`config.mk`:
```
export PLATFORM = sky130hd
export DESIGN_NAME = puf_challenge_sequencer
export DESIGN_NICKNAME = d
export VERILOG_FILES = /design/src/rtl/puf_challenge_sequencer.sv
export SDC_FILE = /design/constraint.sdc
export NUM_CORES = 1
export LEC_CHECK = 0
export CORE_UTILIZATION = 55
export CTS_CLUSTER_DIAMETER = 120
export CTS_CLUSTER_SIZE = 24
export DETAILED_ROUTE_END_ITERATION = 6
export GPL_ROUTABILITY_DRIVEN = 0
export PLACE_DENSITY = 0.79
export SYNTH_ARGS = -nofsm -noshare
export SYNTH_HDL_FRONTEND = slang
export SYNTH_SLANG_ARGS = --single-unit
```
`constraint.sdc`:
```
create_clock -name clk -period 2.1 [get_ports clk]
set_clock_uncertainty 0.2 [all_clocks]
set_input_delay 0.42 -clock clk [delete_from_list [all_inputs] [get_ports clk]]
set_output_delay 0.42 -clock clk [all_outputs]
set_load 0.1 [all_outputs]
```
`src/rtl/puf_challenge_sequencer.sv`:
```
// Drives an arbiter PUF with LFSR-generated challenges, fires N_VOTES race pulses
// per challenge and majority-votes the synchronized responses into one result byte.
module puf_challenge_sequencer #(
    parameter int N_VOTES = 3,
    parameter int SETTLE  = 4
) (
    input  logic       clk,
    input  logic       rst,
    input  logic       start,
    input  logic [7:0] seed,
    output logic [7:0] ochallenge,
    output logic       opulse,
    input  logic       iresponse,
    output logic       busy,
    output logic       done,
    output logic [7:0] oresult,
    output logic [7:0] ounstable
);
    localparam int         SYNC_STAGES = 2;
    localparam logic [3:0] VOTES_N     = 4'(N_VOTES);
    localparam logic [3:0] VOTES_HALF  = 4'(N_VOTES / 2);
    localparam logic [7:0] WAIT_LAST   = 8'(SETTLE - 1);

    typedef enum logic [2:0] {
        S_IDLE, S_SETUP, S_FIRE, S_WAIT, S_SAMPLE, S_DECIDE, S_DONE
    } state_t;

    state_t state_reg, state_next;

    logic [SYNC_STAGES-1:0] sync_reg, sync_next;
    logic [7:0] lfsr_reg, ochallenge_reg, oresult_reg, ounstable_reg;
    logic [7:0] res_sh_reg, uns_sh_reg, wait_cnt_reg;
    logic [3:0] vote_cnt_reg, ones_cnt_reg;
    logic [2:0] bit_idx_reg;

    logic [7:0] seed_fix, lfsr_adv, res_next, uns_next;
    logic [3:0] votes_inc;
    logic       vote_bit, vote_split, resp_sync;

    // Response synchronizer chain; only the last stage is ever sampled.
    generate
        for (genvar gi = 0; gi < SYNC_STAGES; gi++) begin : g_sync
            if (gi == 0) begin : g_first
                assign sync_next[gi] = iresponse;
            end else begin : g_rest
                assign sync_next[gi] = sync_reg[gi-1];
            end
        end
    endgenerate

    assign resp_sync  = sync_reg[SYNC_STAGES-1];
    assign seed_fix   = (seed == 8'h00) ? 8'h01 : seed;
    assign lfsr_adv   = {lfsr_reg[6:0], lfsr_reg[7] ^ lfsr_reg[5] ^ lfsr_reg[4] ^ lfsr_reg[3]};
    assign votes_inc  = vote_cnt_reg + 4'd1;
    assign vote_bit   = (ones_cnt_reg > VOTES_HALF);
    assign vote_split = (ones_cnt_reg != 4'd0) && (ones_cnt_reg != VOTES_N);
    assign res_next   = {res_sh_reg[6:0], vote_bit};
    assign uns_next   = {uns_sh_reg[6:0], vote_split};

    always_ff @(posedge clk) begin
        if (rst) begin
            state_reg <= S_IDLE;
        end else begin
            state_reg <= state_next;
        end
    end

    always_comb begin
        state_next = state_reg;
        case (state_reg)
            S_IDLE:   if (start) state_next = S_SETUP;
            S_SETUP:  state_next = S_FIRE;
            S_FIRE:   state_next = S_WAIT;
            S_WAIT:   if (wait_cnt_reg == WAIT_LAST) state_next = S_SAMPLE;
            S_SAMPLE: state_next = (votes_inc == VOTES_N) ? S_DECIDE : S_FIRE;
            S_DECIDE: state_next = (bit_idx_reg == 3'd7) ? S_DONE : S_SETUP;
            S_DONE:   state_next = S_IDLE;
            default:  state_next = S_IDLE;
        endcase
    end

    always_ff @(posedge clk) begin
        if (rst) begin
            sync_reg       <= '0;
            lfsr_reg       <= 8'h01;
            ochallenge_reg <= 8'h00;
            oresult_reg    <= 8'h00;
            ounstable_reg  <= 8'h00;
            res_sh_reg     <= 8'h00;
            uns_sh_reg     <= 8'h00;
            wait_cnt_reg   <= 8'h00;
            vote_cnt_reg   <= 4'd0;
            ones_cnt_reg   <= 4'd0;
            bit_idx_reg    <= 3'd0;
        end else begin
            sync_reg <= sync_next;
            case (state_reg)
                S_IDLE: begin
                    if (start) begin
                        lfsr_reg       <= seed_fix;
                        ochallenge_reg <= seed_fix;
                        bit_idx_reg    <= 3'd0;
                        vote_cnt_reg   <= 4'd0;
                        ones_cnt_reg   <= 4'd0;
                        res_sh_reg     <= 8'h00;
                        uns_sh_reg     <= 8'h00;
                    end
                end
                S_FIRE:   wait_cnt_reg <= 8'h00;
                S_WAIT:   wait_cnt_reg <= wait_cnt_reg + 8'd1;
                S_SAMPLE: begin
                    ones_cnt_reg <= ones_cnt_reg + {3'b000, resp_sync};
                    vote_cnt_reg <= votes_inc;
                end
                S_DECIDE: begin
                    res_sh_reg   <= res_next;
                    uns_sh_reg   <= uns_next;
                    vote_cnt_reg <= 4'd0;
                    ones_cnt_reg <= 4'd0;
                    lfsr_reg     <= lfsr_adv;
                    // Results become visible together with the done strobe.
                    if (bit_idx_reg == 3'd7) begin
                        oresult_reg   <= res_next;
                        ounstable_reg <= uns_next;
                    end else begin
                        ochallenge_reg <= lfsr_adv;
                        bit_idx_reg    <= bit_idx_reg + 3'd1;
                    end
                end
                default: ;
            endcase
        end
    end

    assign ochallenge = ochallenge_reg;
    assign opulse     = (state_reg == S_FIRE);
    assign busy       = (state_reg != S_IDLE);
    assign done       = (state_reg == S_DONE);
    assign oresult    = oresult_reg;
    assign ounstable  = ounstable_reg;

endmodule
```
-- After elaboration in Yosys (flattened, before gate mapping)
Cells that the tools add are included.
- flip-flop bits (word level): 70
- input bits: 12
- output and inout bits: 27
- word-level logic and storage cells: 66
- $add $sub $neg: 4
- order comparisons: 1
- equal/unequal tests: 13
- multiplexer cells: 20
- bitwise operators: 3
- reduce and logical (&&, ||, !) cells: 13
- operator list (cell ; number):
    case mux 8 bit (2 select lines) ; 3
    case mux 7 bit (2 select lines) ; 2
    two-way mux 8 bit ; 3
    case mux 4 bit (3 select lines) ; 2
    two-way mux 3 bit ; 6
    case mux 3 bit (6 select lines) ; 1
    equality test 3 bit (second input constant) ; 4
    adder 8 x 1 -> 8 bit (second input constant) ; 1
    equality test 8 x 2 -> 1 bit (second input constant) ; 1
    zero test 8 bit ; 1
    AND reduction 2 bit ; 4
    two-way mux 7 bit ; 1
    equality test 3 x 2 -> 1 bit (second input constant) ; 2
    inequality test 2 bit (second input constant) ; 3
    case mux 3 bit (2 select lines) ; 1
    nonzero test 3 bit ; 2
    adder 4 x 1 -> 4 bit ; 1
    adder 4 x 1 -> 4 bit (second input constant) ; 1
    equality test 4 x 2 -> 1 bit (second input constant) ; 1
    > comparator 4 x 1 -> 1 bit (second input constant) ; 1
    two-way mux 4 bit ; 1
    inequality test 4 x 2 -> 1 bit (second input constant) ; 1
    nonzero test 2 bit ; 2
    nonzero test 4 bit ; 1
    other kinds (6) ; 8

-- Logic depth before layout (Yosys ltp)
Gate-level depths: netlist of run 1.
- depth in word-level cells: 5
- gate-level depth with buffers: 8
- mapped depth without buffers: 6

-- Worst setup path after synthesis of run 1
No wires, ideal clock.
- kind: reg2out
- start point: reg state_reg[2]
- end point: out done
- arrival: 2712 ps
- data required time: 1480 ps
- slack: -1232 ps
- stages on the path, launching flop included: 4
- buffers on the path: 1
- cells stage by stage: dfxtp_1 buf_4 inv_1 nor3_1
- word-level cells in the longest chain between the ends: 1
- ends and longest elaborated chain (what ; RTL line ; source):
    from (decl) ; 28 ; state_t state_reg, state_next;
    from (signal assigned) ; 64 ; state_reg <= state_next;
    equality test 3 bit ; 138 ; assign done = (state_reg == S_DONE);
    to (decl) ; 15 ; output logic done,
Every way passes these cells.

-- Worst setup path in the final report of run 1
- start point: reg state_reg[0]
- end point: out busy
- word-level cells in the longest chain between the ends: 1
- ends and longest elaborated chain (what ; RTL line ; source):
    nonzero test 3 bit ; 137 ; assign busy = (state_reg != S_IDLE);
    to (decl) ; 14 ; output logic busy,
Every way passes these cells.

==> flow_metrics.env, run 1 <==
export IMPL_timing_final_ws_setup_ps=80.84
export IMPL_n_fill_cell=356
export IMPL_whs_path_depth=2
export IMPL_place_port_buffers=38
export IMPL_required_ps=1480
export IMPL_length_in_cells_of_the_worst_reg_to_reg_path=7
export IMPL_type_of_the_setup_path_with_the_least_slack="flip-flop to primary output"
export IMPL_top_level_ports=39
export IMPL_grt_max_degree=42
export IMPL_synth_area_top_cells="sky130_fd_sc_hd__dfxtp_1 (45%), sky130_fd_sc_hd__nor2_1 (5.8%), sky130_fd_sc_hd__nand2_1 (5.4%), sky130_fd_sc_hd__a21oi_1 (4.7%), sky130_fd_sc_hd__mux2i_1 (3.2%)"
export IMPL_timing_max_cap_violations=0
export IMPL_sequential_fraction_of_design_power_pct=41.9
export IMPL_cpLargestDelayFamily="flip-flops"
export IMPL_power_density_nw_per_um2=874.8
export IMPL_worst_setup_path_start_kind="flip-flop"
export IMPL_final_cell_count_no_fill=461
export IMPL_hold_buffers=0
export IMPL_path_max_fanout=9
export IMPL_worstSetupPathDepth=4
export IMPL_dieHeight_microns=76.90
export IMPL_fin_nets=405
export IMPL_grt_overflow_total=0
export IMPL_dp_hpwl_microns=4506
export IMPL_status="finished, final reports clean"
export IMPL_route_detailed_drc=0
export IMPL_root_buffer="sky130_fd_sc_hd__clkbuf_8"
export IMPL_async_set_or_reset_flop_fraction_in_the_synthesized_netlist_pct=0
export IMPL_synthFlopType="sky130_fd_sc_hd__dfxtp_1"
export IMPL_grt_util_all_layers_pct=24.62
export IMPL_synthTopCellsByCount="sky130_fd_sc_hd__dfxtp_1 (70), sky130_fd_sc_hd__nor2_1 (48), sky130_fd_sc_hd__nand2_1 (44)"
export IMPL_drt_iter0_markers=128
export IMPL_fin_util_pct=76.80
export IMPL_netlist_top_cell_by_area="sky130_fd_sc_hd__dfxtp_1"
export IMPL_core_rowCount=26
export IMPL_core_sq_um=5270
export IMPL_critical_path_cell_chain="buf_4, nor2_4, nand2_1, buf_12"
export IMPL_power_share_combinational_pct=26.6
export IMPL_fraction_of_layout_cells_with_a_size_suffix_above_1_pct=20.20
export IMPL_dieArea_sq_um=5914
export IMPL_finalCritPeriodShare_pct=96.15
export IMPL_synth_largest_type_area_fraction_pct=45.42
export IMPL_cell_internal_pwr_mw=2.338
export IMPL_power_ir_vdd_worst_mv=0.9659
export IMPL_postSynthCellCount=342
export IMPL_drt_wl_total_microns=6730
export IMPL_leakage_nw=1.499
export IMPL_avgSynthCellArea_sq_um=9.022
export IMPL_first_global_vias=2462
export IMPL_synth_ff_latch_count=70
export IMPL_path_buf_inv=2
export IMPL_maxClockFrequency_ghz=0.4953
export IMPL_grt_antenna_before_repair=0
export IMPL_number_of_cts_inserted_buffers=9
export IMPL_flow_area_growth_from_synthesis_pct=31.18
export IMPL_synth_seq_area_share_pct=45.42
export IMPL_setup_viol=0
export IMPL_buffers_inserted_by_post_cts_timing_repair=0
export IMPL_post_drt_wl_per_cell_microns=14.60
export IMPL_critical_path_max_stage_delay_ps=480
export IMPL_cts_tree="done"
export IMPL_number_of_sinks_driven_by_the_clock_tree=70
export IMPL_power_switching_mw=1.203
export IMPL_setup_tns_ps=0
export IMPL_wire_length_of_the_first_global_routing_pass_microns=11410
export IMPL_count_of_nets_left_with_antenna_violations_after_detail_routing=0
export IMPL_worst_margin_slew_ps=575.1
export IMPL_insertedDiodeCount=0
export IMPL_clk_insertion_delay_late_ps=350
export IMPL_drv_slew=0
export IMPL_synth_cell_area_sq_um=3085
export IMPL_h_tree_levels=3
export IMPL_number_of_distinct_standard_cells_referenced_by_the_synthesized_netlist=44
export IMPL_placed_cells_incl_taps=445
export IMPL_worst_endpoint_arrival_ps=1400
export IMPL_clkSlewWorstSetupHoldPaths_ps=80
export IMPL_power_frac_clock_pct=31.6
export IMPL_syn_nets=361
export IMPL_setup_repair_after_global_routing_missed_its_margin="false"
export IMPL_synth_edf_count=0
export IMPL_floorplan_die_width_microns=76.90
export IMPL_routed_via_count=2608
export IMPL_synth_warnings=0
export IMPL_max_slew_margin_pct=61.66
export IMPL_finalCriticalPeriod_ps=2019
export IMPL_viasPerCell=5.657
export IMPL_yosys_cell_count_top_type="sky130_fd_sc_hd__dfxtp_1"
export IMPL_clock_path_buffers=2
export IMPL_timing_final_hold_violations=0
export IMPL_dp_worst_setup_slack_ps=-130.4
export IMPL_setup_worst_path_end_class="primary output"
export IMPL_detailedRoute_firstPassIterationCount=4
export IMPL_worstHoldPathType="input pin to flip-flop"
export IMPL_switching_share_pct=33.97
export IMPL_critical_path_slowest_cell="sky130_fd_sc_hd__dfxtp_1"
export IMPL_initial_core_utilization_pct=58.55
[metal layers]
metal,global-route usage (%),vias up,part of all wire [%]
met5,0,-,0
met4,14.62,0,2.5
met3,5.476,16,2.9
met2,39.20,48,49
met1,30.38,1254,46
li1,-,1290,-
[kinds of logic after synthesis]
kind of cell | after synthesis | share of synthesized area (%)
mux | 12 | 3.974
simple gates | 134 | 20.48
flops | 70 | 45.42
compound gates | 84 | 19.02
xor+xnor | 9 | 2.555
fa+ha+maj | 7 | 2.838
buf+inv | 26 | 5.718
[layout make-up]
class | count | area, sq um | share of cell area (%)
flip-flops and latches | 70 | 1406 | 34.75
inverters | 3 | 11.26 | 0.2782
clock inverters | 7 | 77.57 | 1.917
multi-input cells | 246 | 1523 | 37.62
repair buffers | 56 | 818.3 | 20.22
clock buffers | 9 | 123.9 | 3.060
well taps | 70 | 87.58 | 2.164
[worst register-to-register path, cell delays in order (launching register included)]
cell and delay (ps):
sky130_fd_sc_hd__dfxtp_1 330, sky130_fd_sc_hd__ha_1 200, sky130_fd_sc_hd__ha_1 190, sky130_fd_sc_hd__and4bb_4 360
sky130_fd_sc_hd__a21o_1 140, sky130_fd_sc_hd__buf_12 150, sky130_fd_sc_hd__o211ai_1 110, sky130_fd_sc_hd__a21oi_1 220
[timing repair]
item	4_1_cts	5_1_grt
hold endpoints to repair	0	0
endpoints found under the setup margin	3	1
gates resized for setup	3	2
[power by group through the flow]
| stage | Combinational [mW] | Sequential [mW] | Clock, mW |
|---|---|---|---|
| floorplan | 0.477 | 1.65 | 0 |
| global placement | 0.909 | 1.51 | 0 |
| detailed placement | 0.924 | 1.51 | 0 |
| CTS | 0.932 | 1.48 | 1.13 |
| global route | 0.991 | 1.49 | 1.19 |
| finish | 0.940 | 1.48 | 1.12 |
[stage by stage]
step / hold WS, ps / total power, mW / cell area [sq um]
final: 209.2 / 3.541 / 4048
after global routing: 229.4 / 3.670 / 4048
after global placement: 219.6 / 2.415 / 3834
after CTS: 200.4 / 3.547 / 4040
after detailed placement: 252.4 / 2.434 / 3834
after floorplan: 213.8 / 2.129 / 3093
[cells in the final DEF (no fill, tap or decap), types with 5 or more instances in the layout]
master	n
sky130_fd_sc_hd__nor3_1	8
sky130_fd_sc_hd__nand3_1	7
sky130_fd_sc_hd__a22oi_1	12
sky130_fd_sc_hd__ha_1	7
sky130_fd_sc_hd__nor2_1	46
sky130_fd_sc_hd__a211oi_1	13
sky130_fd_sc_hd__xnor2_1	5
sky130_fd_sc_hd__clkbuf_8	9
sky130_fd_sc_hd__nor2b_1	5
sky130_fd_sc_hd__nor4_1	5
sky130_fd_sc_hd__o21ai_0	7
sky130_fd_sc_hd__buf_12	30
sky130_fd_sc_hd__nand2_1	44
sky130_fd_sc_hd__buf_4	15
sky130_fd_sc_hd__a21oi_1	29
sky130_fd_sc_hd__dfxtp_1	68
sky130_fd_sc_hd__clkdlybuf4s50_1	10
sky130_fd_sc_hd__mux2i_1	10
[worst paths after layout]
check	startpoint	slack, ps	end
max	state_reg[0]$_SDFFE_PP0P_	80	busy
min	rst	210	ochallenge[5]$_SDFFE_PP0P_
max reg2reg	bit_idx_reg[0]$_SDFFE_PP0P_	110	ochallenge[0]$_SDFFE_PP0P_
min reg2reg	bit_idx_reg[1]$_SDFFE_PP0P_	260	bit_idx_reg[1]$_SDFFE_PP0P_
No activity file was read; power rests on OpenSTA's default activity.
==> run 2, diff against run 1 <==
Settings changed: CORE_MARGIN from default to 8.
==> run 2 against run 1 <==
Critical path depth did not move. Worst setup slack gained 1.5 ps. Global-route usage fell by 7.9 points. Register-to-register slack gained 40 ps. Sequential share of layout area down 0.61 points. Core utilization fell by 1.7 points. Clock power grew 19%. Cell area rose by 1.6%. Sequential power hardly changed. Total power up 5.8%. First-iteration DRC count is 3.1% lower. Maximum frequency about the same. Critical path type unchanged. Critical endpoint is now opulse. Highest routed layer unchanged.
==> flow_metrics.env, run 2 (same netlist as run 1, synthesis figures left out) <==
export IMPL_status="finished, final reports clean"
export IMPL_worst_endpoint_arrival_ps=1400
export IMPL_crit_reg2reg_capture="ochallenge[7]$_SDFFE_PP0P_"
export IMPL_dieHeight_microns=90.90
export IMPL_route_detailed_drc=0
export IMPL_dp_hpwl_microns=4518
export IMPL_dp_worst_setup_slack_ps=-129.6
export IMPL_h_tree_levels=3
export IMPL_drt_wl_total_microns=6598
export IMPL_number_of_sinks_driven_by_the_clock_tree=70
export IMPL_setup_repair_after_global_routing_missed_its_margin="false"
export IMPL_core_rowCount=27
export IMPL_grt_antenna_before_repair=0
export IMPL_worst_r2r_startpoint="bit_idx_reg[0]$_SDFFE_PP0P_"
export IMPL_grt_overflow_total=0
export IMPL_post_drt_wl_per_cell_microns=14.22
export IMPL_dieArea_sq_um=8263
export IMPL_length_in_cells_of_the_worst_reg_to_reg_path=7
export IMPL_fin_nets=406
export IMPL_drt_iter0_markers=124
export IMPL_root_buffer="sky130_fd_sc_hd__clkbuf_8"
export IMPL_timing_final_hold_violations=0
export IMPL_worst_hold_startpoint="rst"
export IMPL_hold_buffers=0
export IMPL_drv_slew=0
export IMPL_path_max_fanout=8
export IMPL_cts_tree="done"
export IMPL_core_sq_um=5473
export IMPL_timing_final_ws_setup_ps=82.37
export IMPL_setup_worst_path_end_class="primary output"
export IMPL_power_ir_vdd_worst_mv=1.206
export IMPL_setup_tns_ps=0
export IMPL_first_global_vias=2533
export IMPL_finalCriticalPeriod_ps=2018
export IMPL_top_level_ports=39
export IMPL_place_port_buffers=38
export IMPL_fraction_of_layout_cells_with_a_size_suffix_above_1_pct=20.15
export IMPL_timing_reg2reg_setup_slack_ps=150
export IMPL_whs_path_depth=2
export IMPL_number_of_cts_inserted_buffers=9
export IMPL_routed_via_count=2611
export IMPL_leakage_nw=1.526
export IMPL_layout_cells_most_common="sky130_fd_sc_hd__dfxtp_1"
export IMPL_finalCritPeriodShare_pct=96.08
export IMPL_placed_cells_incl_taps=448
export IMPL_holdPathEnd="state_reg[1]$_SDFFE_PP0P_"
export IMPL_max_slew_margin_pct=68.79
export IMPL_clock_path_buffers=2
export IMPL_clk_insertion_delay_late_ps=340
export IMPL_buffers_inserted_by_post_cts_timing_repair=0
export IMPL_flow_area_growth_from_synthesis_pct=33.29
export IMPL_setup_viol=0
export IMPL_count_of_nets_left_with_antenna_violations_after_detail_routing=0
export IMPL_floorplan_die_width_microns=90.90
export IMPL_initial_core_utilization_pct=56.38
export IMPL_maxClockFrequency_ghz=0.4956
export IMPL_final_cell_count_no_fill=464
export IMPL_insertedDiodeCount=0
export IMPL_worstHoldPathType="input pin to flip-flop"
export IMPL_grt_max_degree=55
export IMPL_mostFrequentLayoutCells="sky130_fd_sc_hd__dfxtp_1 (68), sky130_fd_sc_hd__nor2_1 (46), sky130_fd_sc_hd__nand2_1 (44)"
export IMPL_grt_util_all_layers_pct=16.74
export IMPL_final_design_area_no_fill_sq_um=4113
export IMPL_total_power_mw=3.746
export IMPL_fin_util_pct=75.15
export IMPL_viasPerCell=5.627
export IMPL_worst_setup_path_start_kind="flip-flop"
export IMPL_timing_max_cap_violations=0
export IMPL_fin_hold_ws_ps=206.3
export IMPL_worst_margin_slew_ps=456.4
export IMPL_wire_length_of_the_first_global_routing_pass_microns=11570
export IMPL_power_density_nw_per_um2=910.9
export IMPL_detailedRoute_firstPassIterationCount=4
export IMPL_type_of_the_setup_path_with_the_least_slack="flip-flop to primary output"
export IMPL_place_area_sq_um=3856
export IMPL_required_ps=1480
export IMPL_clkSlewWorstSetupHoldPaths_ps=70
## run 2: cell type report
class	count	area [sq um]
Fill cell	384	1360
Timing Repair Buffer	57	842.1
Sequential cell	70	1404
Multi-Input combinational cell	246	1518
Inverter	3	11.26
Clock buffer	11	141.4
Clock inverter	5	106.4
Tap cell	72	90.09
## run 2: metal layers
| metal | global-route usage [%] | part of all wire, % |
|---|---|---|
| met5 | 0 | 0 |
| met4 | 8.458 | 2.6 |
| met3 | 4.239 | 4.5 |
| met2 | 27.89 | 49 |
| met1 | 19.52 | 43 |
## run 2: worst max-delay path by stage
stage | from | endpoint | depth (start not counted)
3_3_place_gp | start | lfsr_reg[0]$_SDFFE_PP1P_ | 6
4_1_cts | state_reg[1]$_SDFFE_PP0P_ | opulse | 4
6_report | state_reg[1]$_SDFFE_PP0P_ | opulse | 4
3_5_place_dp | start | ones_cnt_reg[1]$_SDFFE_PP0P_ | 5
2_1_floorplan | state_reg[0]$_SDFFE_PP0P_ | done | 3
5_1_grt | state_reg[1]$_SDFFE_PP0P_ | opulse | 4
## run 2: power by group
group / total [mW] / internal [mW] / switching, mW
registers: 1.48 / 1.40 / 0.0796
clock network: 1.33 / 0.824 / 0.505
logic: 0.938 / 0.376 / 0.562
total: 3.75 / 2.60 / 1.15
## run 2: worst max-delay path, cell delays in order, from the launching register on
cell                       delay (ps)
sky130_fd_sc_hd__dfxtp_2          430
sky130_fd_sc_hd__buf_6            180
sky130_fd_sc_hd__nand2b_1          90
sky130_fd_sc_hd__nor2_2           160
sky130_fd_sc_hd__buf_12           200
## run 2: what timing repair did
| item | in CTS | in global routing |
|---|---|---|
| resized for setup | 3 | 1 |
| endpoints found under the setup margin | 3 | 1 |
| cloned | 0 | 0 |
